--- src/rtl/hazard_stall_ctrl.sv ---
// -----------------------------------------------------------------------------
// hazard_stall_ctrl
//   Central stall/flush controller for the 5-stage pipeline, located in ID.
//   It arbitrates four hazard sources, from highest to lowest priority:
//     1. instruction-memory miss
//     2. load-use hazard
//     3. mult/div occupancy
//     4. branch/jump redirect
//   From the winner it drives the PC enable, the IF/ID load and flush
//   controls, and the ID/EX bubble.
//
//   Optional feature: define HAZARD_PERF_EN to add the saturating
//   performance counters stall_cycles and flush_count.
//
// Ports
//   clock, reset       pipeline clock (rising edge); async active-high reset
//   imem_ready         fetch returned valid data this cycle
//   ID_rs/ID_rt        source specifiers of the instruction in ID
//   ID_uses_rt         the ID instruction really reads rt
//   EX_MemRead/EX_rt   load in EX and its destination register
//   ID_redirect        branch taken or jump resolved in ID
//   ID_md_start        ID instruction is mult/div
//   ID_md_read         ID instruction is mfhi/mflo
//   PCWrite            PC update enable
//   IF_IDWrite         IF/ID load enable
//   IF_ID_Flush        IF/ID clear
//   ID_EX_Bubble       ID/EX control-field bubble
//   md_busy            mult/div unit occupied
//   stall_cycles       cycles with PCWrite=0       (HAZARD_PERF_EN only)
//   flush_count        cycles with IF_ID_Flush=1   (HAZARD_PERF_EN only)
// -----------------------------------------------------------------------------
module hazard_stall_ctrl #(
  parameter int MD_LATENCY = 32,
  parameter int REG_W      = 5,
  parameter int CNT_W      = 32
) (
  input  logic             clock,
  input  logic             reset,
  input  logic             imem_ready,
  input  logic [REG_W-1:0] ID_rs,
  input  logic [REG_W-1:0] ID_rt,
  input  logic             ID_uses_rt,
  input  logic             EX_MemRead,
  input  logic [REG_W-1:0] EX_rt,
  input  logic             ID_redirect,
  input  logic             ID_md_start,
  input  logic             ID_md_read,
  output logic             PCWrite,
  output logic             IF_IDWrite,
  output logic             IF_ID_Flush,
  output logic             ID_EX_Bubble,
  output logic             md_busy
`ifdef HAZARD_PERF_EN
  ,
  output logic [CNT_W-1:0] stall_cycles,
  output logic [CNT_W-1:0] flush_count
`endif
);

  localparam int MDC_W = (MD_LATENCY > 2) ? $clog2(MD_LATENCY) : 1;

  localparam logic [1:0] ST_RUN     = 2'd0;
  localparam logic [1:0] ST_IMISS   = 2'd1;
  localparam logic [1:0] ST_MD_WAIT = 2'd2;

  logic [1:0]       state, next_state;
  logic [MDC_W-1:0] md_cnt;
  logic             miss, load_use, md_haz, stall, md_accept;

  // Hazard detection. Register 0 never creates a load-use dependency.
  assign miss     = !imem_ready;
  assign load_use = EX_MemRead && (EX_rt != '0) &&
                    ((EX_rt == ID_rs) || (ID_uses_rt && (EX_rt == ID_rt)));
  assign md_haz   = md_busy && (ID_md_read || ID_md_start);
  assign stall    = miss || load_use || md_haz;

  // A mult/div only issues when ID actually advances. A redirect in the
  // same cycle (delay-slot pair) does not block it.
  assign md_accept = ID_md_start && !stall;

  always_comb begin
    PCWrite      = 1'b1;
    IF_IDWrite   = 1'b1;
    IF_ID_Flush  = 1'b0;
    ID_EX_Bubble = 1'b0;
    next_state   = ST_RUN;

    if (miss)        next_state = ST_IMISS;
    else if (md_haz) next_state = ST_MD_WAIT;

    if (reset) begin
      PCWrite      = 1'b0;
      IF_IDWrite   = 1'b0;
      IF_ID_Flush  = 1'b1;
      ID_EX_Bubble = 1'b1;
    end else if (stall) begin
      // A stalled redirect stays held in IF/ID. Its flush fires on the
      // first cycle in which no stall is active.
      PCWrite      = 1'b0;
      IF_IDWrite   = 1'b0;
      ID_EX_Bubble = 1'b1;
    end else if (ID_redirect) begin
      IF_IDWrite   = 1'b0;
      IF_ID_Flush  = 1'b1;
    end
  end

  always_ff @(posedge clock or posedge reset) begin
    if (reset) state <= ST_RUN;
    else       state <= next_state;
  end

  // md_busy stays high for MD_LATENCY cycles after issue. The counter
  // reaches 0 one cycle before busy drops, and it keeps running through
  // other stalls.
  always_ff @(posedge clock or posedge reset) begin
    if (reset) begin
      md_cnt  <= '0;
      md_busy <= 1'b0;
    end else if (md_accept) begin
      md_cnt  <= MDC_W'(MD_LATENCY - 1);
      md_busy <= 1'b1;
    end else if (md_busy) begin
      if (md_cnt != '0) md_cnt  <= md_cnt - 1'b1;
      else              md_busy <= 1'b0;
    end
  end

  // The state register records why ID was held in the previous cycle.
  // These properties tie each recorded reason to the condition that
  // caused it.
  a_imiss_reason: assert property (@(posedge clock) disable iff (reset)
    (state == ST_IMISS) |-> $past(!imem_ready));
  a_mdwait_reason: assert property (@(posedge clock) disable iff (reset)
    (state == ST_MD_WAIT) |-> $past(md_busy));

`ifdef HAZARD_PERF_EN
  always_ff @(posedge clock or posedge reset) begin
    if (reset) begin
      stall_cycles <= '0;
      flush_count  <= '0;
    end else begin
      if (!PCWrite && (stall_cycles != '1))    stall_cycles <= stall_cycles + 1'b1;
      if (IF_ID_Flush && (flush_count != '1))  flush_count  <= flush_count + 1'b1;
    end
  end
`endif

endmodule

--- config.mk ---
export PLATFORM = sky130hd
export DESIGN_NAME = hazard_stall_ctrl
export DESIGN_NICKNAME = d
export VERILOG_FILES = /design/src/rtl/hazard_stall_ctrl.sv
export SDC_FILE = /design/constraint.sdc
export NUM_CORES = 1
export LEC_CHECK = 0
export CAP_MARGIN = 5
export CORE_MARGIN = 8
export CORE_UTILIZATION = 36
export CTS_CLUSTER_DIAMETER = 30
export CTS_CLUSTER_SIZE = 12
export DETAILED_ROUTE_END_ITERATION = 6
export GPL_ROUTABILITY_DRIVEN = 0
export PLACE_DENSITY = 0.81
export SLEW_MARGIN = 10
export SYNTH_ARGS = -nofsm -noshare
export SYNTH_HDL_FRONTEND = slang
export SYNTH_SLANG_ARGS = --single-unit
--- constraint.sdc ---
create_clock -name clock -period 2.6 [get_ports clock]
set_input_delay 0.52 -clock clock [delete_from_list [all_inputs] [get_ports clock]]
set_output_delay 0.52 -clock clock [all_outputs]
set_load 0.005 [all_outputs]
==> out/metrics.cfg, run 1 <==
[clock_network]
cts_tree=built
cts.path.max_buffers=2
htreeDepth=1
clock_latency_ns=0.25
cts.sinks=6
cts_setup_buffers=0
cts-root-buf=clkbuf_4
cts-buffers-inserted=3
clkSlewWorstSetupHoldPaths_ns=0.05

[critical_path]
reg2reg_depth=7
startpoint_type=primary input
critPathArrivalTime_ns=2.01
path_max_fanout=4
cp.required_ns=2.08
end_kind=output pin
crit_type=in2out

[outcome]
status=finished clean

[route]
vias=518
wire_per_inst_um=14.20
wl_met2_um=904
met3WireLength_um=37
highest_layer=met3
first_pass_iters=4
wl_met1_um=592
drc=0
drt-vias-per-instance=4.796
drt_iter0_markers=6
ant_nets=0
wl_mm=1.534

[timing]
clock.fmax_mhz=395.8
finalHoldViolCount=0
tightest_slew_ns=0.7365
finalSetupViolCount=0
post-route-period-util=0.9717
fin_crit_ns=2.526
slew_headroom=0.5036
rsz0062_at_grt=no
hold_ws_ns=0.5542
clock_skew_ns=0.004801
drv_slew=0
setup_tns_ns=0

[final_layout]
syn_to_final_growth_pct=75.77
layout.nets=120
diodes=0
fill_cells=104
utilization=0.6641
drive_gt1_frac=0.2151
stdcell_area_um2=853.3

[power]
report.power.total_mw=0.5208
peakVddDrop_v=0.0003179
leakagePower_nw=0.3839
p_per_area_mw_per_mm2=610.3

[grt]
gr-total-overflow=0
grt_max_degree=8
antenna_found_initial=0
grt_pass1_wl_mm=2.477
grt_util_all_layers=0.1227
grt_pass1_vias=530

[placement]
dpl.hpwl_mm=1.305
io_buffers=27
placed_area_um2=827.0

[floorplan]
start_util=0.3778
core_area_mm2=0.001285
die_h_um=52.72
pin_count=28
rows=13
die_w_um=52.72
die-area_mm2=0.002779

[logic_synthesis]
synth_nets=81
ys_types=20
ys_warn_count=0
syn_area_per_cell_um2=8.669
yosys.area.top_type_share=0.3093
yosysTopAreaCell=dfrtp_1
synthTopCellsByArea=dfrtp_1 (31%), xnor2_1 (13%), xor2_1 (13%)
synthCells=56
yosys_register_bits=6
syn_area_um2=485.5
ys_seq_area_frac=0.3093

[hold_path]
worstHoldPathType=reg2reg
hold_depth=2

[job]
maxCapViolations=0

==> state kept, by name, summed over array words and instances (netlist names) <==
signal / flops
md_busy: 1
md_cnt: 5
==> logic make-up after synthesis <==
kind of cell             count (synthesis)  synth area share
AND/OR/NAND/NOR                         21            0.2165
buffers and inverters                    5           0.03866
flip-flops                               6            0.3093
adder cells (fa/ha/maj)                  2           0.05154
XOR/XNOR                                14            0.2526
AO/OA/AOI/OAI                            8            0.1315
==> worst max-delay path, stage by stage <==
cell and delay [ns]:
dlygate4sd2_1 0.27, or4_4 0.41, o21a_1 0.19, a21boi_4 0.15, or3_1 0.34, buf_2 0.13
==> synth_stat cells <==
master,count
a21boi_2,1
a21oi_1,1
a31oi_1,1
dfrtp_1,6
ha_1,2
inv_1,5
nand2_1,7
nand3_1,3
nand3b_1,1
nor2_1,2
nor3_1,2
nor4_1,4
o211ai_1,1
o21a_1,1
o21ai_0,2
o41ai_2,1
or3_1,1
or4_1,1
xnor2_1,7
xor2_1,7
==> layout make-up <==
class,count,area [µm²],area share
clock buffer,3,22.52,0.02639
tap,15,18.77,0.02199
timing repair buffer,34,302.8,0.3548
sequential,6,150.1,0.1760
inverter,5,18.77,0.02199
multi-input combinational,45,340.3,0.3988
==> worst paths after layout <==
check                      slack (ns)       from           end
max                              0.07   EX_rt[3]  ID_EX_Bubble
min                              0.55  md_cnt[4]     md_cnt[4]
max reg2reg                      0.79  md_cnt[0]     md_cnt[3]
min reg2reg                      0.55  md_cnt[4]     md_cnt[4]
max in group asynchronous        1.80      reset     md_cnt[0]
min in group asynchronous        0.69      reset     md_cnt[4]
==> cell usage in the layout (no fill, tap or decap), drive strengths merged, types with 2 or more instances in the layout <==
master / n
clkbuf: 7
ha: 2
nor3: 2
dlymetal6s2s: 3
nand2: 7
o21ai: 2
buf: 8
dlygate4sd2: 2
nor2: 2
dfrtp: 6
inv: 5
nor4: 4
nand3: 3
clkdlybuf4s50: 15
xor2: 7
xnor2: 7
clkdlybuf4s15: 2
==> routing by layer <==
layer  track usage  vias to the layer above
met4       0.05172                        0
li1              -                      268
met3       0.03693                        0
met5             0                        -
met1        0.1141                      245
met2        0.2372                        5
==> report_power, final <==
part	internal [mW]	switching, mW
Clock	0.0523	0.0347
Combinational	0.137	0.113
Sequential	0.140	0.0436
Total	0.329	0.191
==> through the flow <==
step	std cells	setup WS, ns
after floorplan	56	0.3611
after global placement	105	-0.5139
after detailed placement	105	-0.5339
after CTS	108	0.01003
after global routing	108	0.006448
final	108	0.07366
==> repair_timing <==
item / in CTS / in global routing
endpoints found under the setup margin: 4 / 4
pin swaps: 7 / 8
resized for setup: 19 / 11
hold buffers: 0 / 0
Note: power is estimated with default switching activity, not from simulation.
==> inputs of run 2 (changes only) <==
CTS_CLUSTER_SIZE = not set   (was 12)
==> results of run 2 <==
Same layout as run 1: the final DEF is identical, and so are final timing and power.
